==> src/rtl/ape_result_drain.sv <==
// Result drain: buffers processed data words from the core in a small FIFO and appends
// the message tag as a final word once the message's data has fully left.
//
// state    | meaning
// ---------+-----------------------------------------------------------------
// STREAM   | accepting data words; FIFO head presented downstream
// TAG_PEND | last word accepted, input stalled, draining buffered data
// TAG_OUT  | FIFO empty, presenting the tag word until the host takes it
module ape_result_drain #(
   parameter int DW    = 34,
   parameter int TW    = 16,
   parameter int DEPTH = 4
) (
   input  logic          clk_1,
   input  logic          rst_n,
   input  logic          in_valid,
   output logic          in_ready,
   input  logic [DW-1:0] in_data,
   input  logic          in_last,
   input  logic [TW-1:0] in_tag,
   output logic          out_valid,
   input  logic          out_ready,
   output logic [DW-1:0] out_data,
   output logic          out_is_tag
);

   localparam int AW = (DEPTH > 1) ? $clog2(DEPTH) : 1;
   localparam int CW = $clog2(DEPTH) + 1;

   typedef enum logic [1:0] {
      ST_STREAM   = 2'd0,
      ST_TAG_PEND = 2'd1,
      ST_TAG_OUT  = 2'd2
   } state_t;

   state_t          r_state;
   state_t          w_state_nxt;
   logic [DW-1:0]   r_mem [DEPTH];
   logic [AW-1:0]   r_wr_ptr;
   logic [AW-1:0]   r_rd_ptr;
   logic [CW-1:0]   r_count;
   logic [TW-1:0]   r_tag;

   logic            w_full;
   logic            w_empty;
   logic            w_push;
   logic            w_pop;
   logic            w_tag_cap;

   assign w_full  = (r_count == CW'(DEPTH));
   assign w_empty = (r_count == '0);

   // Output side depends only on registered state, so in_ready/out_* never
   // combinationally follow the handshake inputs.
   always_comb begin
      in_ready   = 1'b0;
      out_valid  = 1'b0;
      out_is_tag = 1'b0;
      out_data   = '0;
      case (r_state)
         ST_STREAM: begin
            in_ready  = ~w_full;
            out_valid = ~w_empty;
            out_data  = w_empty ? '0 : r_mem[r_rd_ptr];
         end
         ST_TAG_PEND: begin
            out_valid = ~w_empty;
            out_data  = w_empty ? '0 : r_mem[r_rd_ptr];
         end
         ST_TAG_OUT: begin
            out_valid  = 1'b1;
            out_is_tag = 1'b1;
            out_data   = DW'(r_tag);
         end
         default: begin
            in_ready   = 1'b0;
            out_valid  = 1'b0;
         end
      endcase
   end

   assign w_push    = in_valid & in_ready;
   assign w_pop     = out_valid & out_ready & ~out_is_tag;
   assign w_tag_cap = (r_state == ST_STREAM) & w_push & in_last;

   always_comb begin
      w_state_nxt = r_state;
      case (r_state)
         ST_STREAM: begin
            if (w_tag_cap) w_state_nxt = ST_TAG_PEND;
         end
         ST_TAG_PEND: begin
            if (w_empty) w_state_nxt = ST_TAG_OUT;
         end
         ST_TAG_OUT: begin
            if (out_ready) w_state_nxt = ST_STREAM;
         end
         default: w_state_nxt = ST_STREAM;
      endcase
   end

   always_ff @(posedge clk_1 or negedge rst_n) begin
      if (!rst_n) begin
         r_state <= ST_STREAM;
         r_tag   <= '0;
      end else begin
         r_state <= w_state_nxt;
         if (w_tag_cap) r_tag <= in_tag;
      end
   end

   always_ff @(posedge clk_1 or negedge rst_n) begin
      if (!rst_n) begin
         r_wr_ptr <= '0;
         r_rd_ptr <= '0;
         r_count  <= '0;
      end else begin
         if (w_push) r_wr_ptr <= r_wr_ptr + AW'(1);
         if (w_pop)  r_rd_ptr <= r_rd_ptr + AW'(1);
         case ({w_push, w_pop})
            2'b10:   r_count <= r_count + CW'(1);
            2'b01:   r_count <= r_count - CW'(1);
            default: r_count <= r_count;
         endcase
      end
   end

   always_ff @(posedge clk_1 or negedge rst_n) begin
      if (!rst_n) begin
         for (int i = 0; i < DEPTH; i++) r_mem[i] <= '0;
      end else if (w_push) begin
         r_mem[r_wr_ptr] <= in_data;
      end
   end

endmodule

==> config.mk <==
export PLATFORM = sky130hd
export DESIGN_NAME = ape_result_drain
export DESIGN_NICKNAME = d
export VERILOG_FILES = /design/src/rtl/ape_result_drain.sv
export SDC_FILE = /design/constraint.sdc
export NUM_CORES = 1
export LEC_CHECK = 0
export BUFFER_PORTS_ARGS = -buffer_cell sky130_fd_sc_hd__clkbuf_2
export CORE_MARGIN = 4
export CORE_UTILIZATION = 48
export DETAILED_ROUTE_END_ITERATION = 16
export GPL_ROUTABILITY_DRIVEN = 0
export MAX_ROUTING_LAYER = met4
export PLACE_DENSITY = 0.74
export SYNTH_ARGS = -nofsm -noshare
export SYNTH_HDL_FRONTEND = slang
export SYNTH_SLANG_ARGS = --single-unit
==> constraint.sdc <==
create_clock -name clk_1 -period 3.18 [get_ports clk_1]
set_input_delay 0.477 -clock clk_1 [delete_from_list [all_inputs] [get_ports clk_1]]
set_output_delay 0.477 -clock clk_1 [all_outputs]
set_load 0.005 [all_outputs]
### After elaboration in Yosys (flattened, before gate mapping)

Cells that the tools add are included.

| word-level totals | value |
|---|---|
| input bits | 55 |
| output and inout bits | 37 |
| register bits after elaboration | 161 |

| cells by class | value |
|---|---|
| $lt $le $gt $ge | 3 |
| multiplexer cells | 16 |
| reduce and logical (&&, ||, !) cells | 6 |
| equal/unequal tests | 8 |
| bitwise operators | 10 |
| add/subtract/negate cells | 4 |

Operator list:

| operator | number |
|---|---|
| $bwmux W136 | 1 |
| $mux W34 | 4 |
| $bmux W34 S2 | 1 |
| $demux W34 S2 | 1 |
| $pmux W34 S2 | 1 |
| $ge A3 B3 Y1 const B | 2 |
| $mux W2 | 3 |
| $ne A2 B2 Y1 const B | 3 |
| $not A2 Y3 | 2 |
| $pmux W2 S3 | 1 |
| $pmux W3 S2 | 1 |
| $and A1 B1 Y1 | 5 |
| $add A2 B1 Y2 const B | 2 |
| $eq A2 B1 Y1 const B | 2 |
| $eq A2 B2 Y1 const B | 2 |
| $add A3 B1 Y3 const B | 1 |
| $eq A3 B3 Y1 const B | 1 |
| $logic_not A3 Y1 | 1 |
| $lt A3 B1 Y1 const B | 1 |
| $not A1 Y1 | 3 |
| $reduce_and A3 Y1 | 1 |
| $sub A3 B1 Y3 const B | 1 |
| $logic_not A2 Y1 | 1 |
| $mux W1 | 2 |
| 4 further kinds | 4 |

### Logic depth before layout (Yosys ltp)

| logic depth | value |
|---|---|
| depth in word-level cells | 8 |
| mapped depth | 9 |
| depth with buffers taken out | 9 |

### Least setup slack after synthesis

OpenSTA, ideal clock, no wires.

| timing | value |
|---|---|
| path kind | register -> register |
| from | register r_count[1] |
| to | register r_count[2] |
| required time | 3.101 ns |
| data arrival time | 2.145 ns |
| stages on the path, launching flop included | 10 |
| setup time | 0.079 ns |
| slack | 0.956 ns |
| period minus slack after synthesis | 2.224 ns |
| cell sequence | dfrtp_1 nor3b_4 nor4b_1 inv_1 ha_1 inv_1 fa_1 xor2_1 nor2_1 xor2_1 |

| between the ends | value |
|---|---|
| word-level cells in the longest chain between the ends | 7 |

RTL lines:

| what | line | RTL |
|---|---|---|
| start, declared | 41 | `logic [CW-1:0] r_count;` |
| start signal, assigned | 121 | `2'b10: r_count <= r_count + CW'(1);` |
| start signal, assigned | 122 | `2'b01: r_count <= r_count - CW'(1);` |
| start signal, assigned | 123 | `default: r_count <= r_count;` |
| $logic_not A3 Y1 | 51 | `assign w_empty = (r_count == '0);` |
| $not A1 Y1 | 63, 67 |  |
| $pmux W1 S2 | 60 | `case (r_state)` |
| $and A1 B1 Y1 (2 in series) | 83 | `assign w_pop = out_valid & out_ready & ~out_is_tag;` |
| $eq A2 B1 Y1 / $eq A2 B2 Y1 (equally long branches) | 120 | `case ({w_push, w_pop})` |
| $pmux W3 S2 / $reduce_bool A2 Y1 (equally long branches) | -- |  |

Several ways; a longest one is shown, not always the timed one.
A chain may end at the register's enable or synchronous reset.

### Worst setup path in the final report

| timing | value |
|---|---|
| from | register r_rd_ptr[1] |
| to | output port out_data[0] |

| between the ends | value |
|---|---|
| word-level cells in the longest chain between the ends | 6 |

RTL lines:

| what | line | RTL |
|---|---|---|
| start, declared | 40 | `logic [AW-1:0] r_rd_ptr;` |
| start signal, assigned | 119 | `if (w_pop) r_rd_ptr <= r_rd_ptr + AW'(1);` |
| $not A2 Y3 (not written as such) | 64, 68 |  |
| $bmux W34 S2 | 64, 68 |  |
| $mux W34 (not written as such) (2 in series) | 64, 68 |  |
| $mux W34 | 64, 68 |  |
| $pmux W34 S2 | 60 |  |
| end, declared | 23 | `output logic [DW-1:0] out_data,` |

Every way passes these cells. The select of a mux whose other input is x is not followed.

==> impl_metrics.yaml <==
outcome:
  outcome: "finished clean"
final_layout:
  end_of_flow_core_utilization_pct: 57.0
  syn_to_final_growth_pct: 15.6
  antenna_cells_inserted: 0
  layout.cells.non_filler: 776
  layout.nets: 609
  share_of_layout_cells_above_drive_strength_1_pct: 58.9
die:
  core_sq_um: 15900
  design.die.area_sq_um: 18500
  placement_rows: 46
  io_pins: 92
  floorplan.initialDensity_pct: 49.3
  floorplan.die.width_um: 136
  floorplan.die.height_um: 136
timing:
  grt_setup_unrepaired: "false"
  max_slew_margin_pct: 33.6
  period_share_pct: 85.8
  tns_ns: 0
  final.setup_skew_ns: 0.00659
  worst_max_slew_pin_slew_ns: 0.996
  timing_max_transition_violations_final: 0
  hold_slack_ns: 0.102
  timing.final.hold_violations: 0
  fmax_mhz: 366
  time_the_final_worst_path_needs_with_i_o_delays_and_setup_ns: 2.73
  final.setup.worst_slack_ns: 0.451
  timing.final.setup_violations: 0
pwr:
  clock_power_share_pct: 18.6
  switchingPower_mw: 3.27
  netSwitchingFraction_pct: 31.2
  leakage_power_figure_nw: 4.14
  combinationalPowerShare_pct: 44.3
  vdd.ir_drop.worst_v: 0.000572
  power_frac_seq_pct: 37.2
  cellInternalPower_mw: 7.21
  power.density_nw_per_um2: 1150
cts:
  cts_tree: "done"
  cts_root_buf: "sky130_fd_sc_hd__clkbuf_16"
  clkSlewWorstSetupHoldPaths_ns: 0.06
  clock_latency_ns: 0.43
  cts.htree.levels: 4
  numCtsBuffers: 17
  post_cts_hold_buffer_count: 0
  clock_sinks: 161
  cts_resized: 0
  clockBufferDepth: 2
  count_of_buffers_added_by_post_cts_timing_repair_for_setup: 0
placed_design:
  placement.setup.worst_slack_ns: 0.803
  estimated_wirelength_of_the_detail_placed_design_um: 9830
  portBuffers: 91
  numPlacedInstances: 745
routing:
  first_iter_violations: 229
  route.final.wire_length_um: 16000
  antenna_violating_nets_post_route: 0
  route.detailed.wl_per_inst_um: 20.7
  detail_route.vias_per_cell: 5.40
  routed-via-count: 4188
  drcViolationCount: 0
  first_pass_iters: 4
synthesis:
  leading_area_contributor_after_synthesis: "sky130_fd_sc_hd__dfrtp_1"
  synthesis.nets: 516
  postSynth.topFlopCell: "sky130_fd_sc_hd__dfrtp_1"
  synthesis.instances: 455
  postSynth.asyncResetShare_pct: 100
  yosys-top-cells-count: "161 x sky130_fd_sc_hd__dfrtp_1, 129 x sky130_fd_sc_hd__mux2_4, 34 x sky130_fd_sc_hd__mux4_2"
  synth-seq-cells: 161
  yosysWarnings: 0
  synth_top_cells_by_area: "sky130_fd_sc_hd__dfrtp_1 51%, sky130_fd_sc_hd__mux2_4 25%, sky130_fd_sc_hd__mux4_2 9.7%"
  synth_top_area_share_pct: 51.2
  post-synth-top-count-cell: "sky130_fd_sc_hd__dfrtp_1"
  syn-cell-area_sq_um: 7860
  edff_count_synth: 0
  synth.distinct_cells: 24
  average_footprint_of_a_synthesized_cell_sq_um: 17.3
  synth.yosys.seq_area_share_pct: 51.2
global_routing:
  grt_max_degree: 88
  via_count_of_the_first_global_routing_pass: 4745
  grt.overflow.total: 0
  antenna_found_initial: 0
  grt_pass1_wl_um: 26100
  grt_use_total_pct: 19.0
run:
  timing.max_cap.violations: 0
setup_path:
  critPathRequiredTime_ns: 2.70
  timing.rr.end: "r_count[1]"
  crit_fanout: 35
  arrival_ns: 2.25
  worst_setup_path_start_kind: "register"
  timing.setup.critical_path_class: "register to output pin"
  critical_path_buf_inv_count: 1
  cell_by_cell_listing_of_the_critical_path: "mux4_2 -> a22o_1 -> clkbuf_2"
  endpoint_kind: "output pin"
  slowest_delay_ns: 1.02
  timing.reg2reg.worst_path_depth: 8
  reg2reg_slack_ns: 0.79
  worstReg2RegStart: "r_count[2]"
  critical_path.top_delay_family: "flip-flops"
  cpMaxStageDelayCell: "sky130_fd_sc_hd__dfrtp_2"
hold_path:
  worstHoldPathType: "input pin to async pin"
==> per-stage QoR <==
step	area [sq um]	power, mW
after CTS	9090	10.6
final	9090	10.5
after detailed placement	8530	8.59
after floorplan	7860	7.23
after global placement	8530	8.41
after global routing	9090	11.1
==> state kept, by name, summed over array words and instances (netlist names) <==
name and cells:
r_tag 16, r_mem 136, r_rd_ptr 2, r_count 3, r_state 2, r_wr_ptr 2
==> logic make-up (layout without fill, tap and decap cells) <==
| group | after synthesis | in the layout | share of synthesized area (%) |
|---|---|---|---|
| AOI/OAI and AO/OA | 19 | 19 | 2.05 |
| muxes | 187 | 187 | 37.8 |
| buffers and inverters | 35 | 140 | 3.12 |
| and+or+nand+nor | 41 | 41 | 4.06 |
| adders and majority gates | 6 | 6 | 1.05 |
| DFF | 161 | 161 | 51.2 |
| xor gates and xnor gates | 6 | 6 | 0.668 |
==> worst max path at each step <==
stage          slack [ns]  cells after the start           to   startpoint
2_1_floorplan        0.96                      9   r_count[2]   r_count[1]
3_3_place_gp         0.86                     10   r_count[2]   r_count[2]
3_5_place_dp         0.80                      6   r_count[1]   r_state[1]
4_1_cts              0.41                      4  out_data[0]  r_rd_ptr[0]
5_1_grt              0.35                      4  out_data[0]  r_rd_ptr[0]
6_report             0.45                      3  out_data[0]  r_rd_ptr[1]
==> metal layers <==
metal  vias to the layer above  GRT usage (%)  share of wire [%]
met3                        14           5.07                5.5
met2                       115           29.3                 47
met4                         0           4.59               0.97
met5                         -              -                  0
met1                      2201           25.4                 46
li1                       1858              -                  -
==> final cells by class <==
type	count	area, sq um
Multi-Input combinational cell	259	3600
Timing Repair Buffer	102	607
Sequential cell	161	4030
Fill cell	1240	6850
Tap cell	216	270
Clock inverter	13	130
Clock buffer	18	429
Inverter	7	26.3
==> power groups by stage <==
stage | clock network (mW) | logic [mW] | registers (mW)
final | 1.95 | 4.64 | 3.89
after global routing | 2.09 | 4.98 | 4.03
after CTS | 1.99 | 4.72 | 3.89
after detailed placement | 0 | 4.69 | 3.90
after global placement | 0 | 4.59 | 3.82
after floorplan | 0 | 3.72 | 3.50
==> layout by cell type (no fill, tap or decap), types with 2 or more instances in the layout <==
cell type                      n
sky130_fd_sc_hd__clkinvlp_4    3
sky130_fd_sc_hd__nor3_1        4
sky130_fd_sc_hd__a22o_1       17
sky130_fd_sc_hd__clkinv_4      2
sky130_fd_sc_hd__nand2_1       7
sky130_fd_sc_hd__clkbuf_16    17
sky130_fd_sc_hd__inv_6         5
sky130_fd_sc_hd__buf_12        5
sky130_fd_sc_hd__and2_1       18
sky130_fd_sc_hd__clkbuf_2     90
sky130_fd_sc_hd__inv_1         7
sky130_fd_sc_hd__mux2_2       24
sky130_fd_sc_hd__buf_4         6
sky130_fd_sc_hd__ha_1          5
sky130_fd_sc_hd__dfrtp_1     159
sky130_fd_sc_hd__nor4_4        5
sky130_fd_sc_hd__mux2_4      129
sky130_fd_sc_hd__xnor2_1       2
sky130_fd_sc_hd__dfrtp_2       2
sky130_fd_sc_hd__mux4_2       34
sky130_fd_sc_hd__xor2_1        4
No activity file was read; power rests on OpenSTA's default activity.
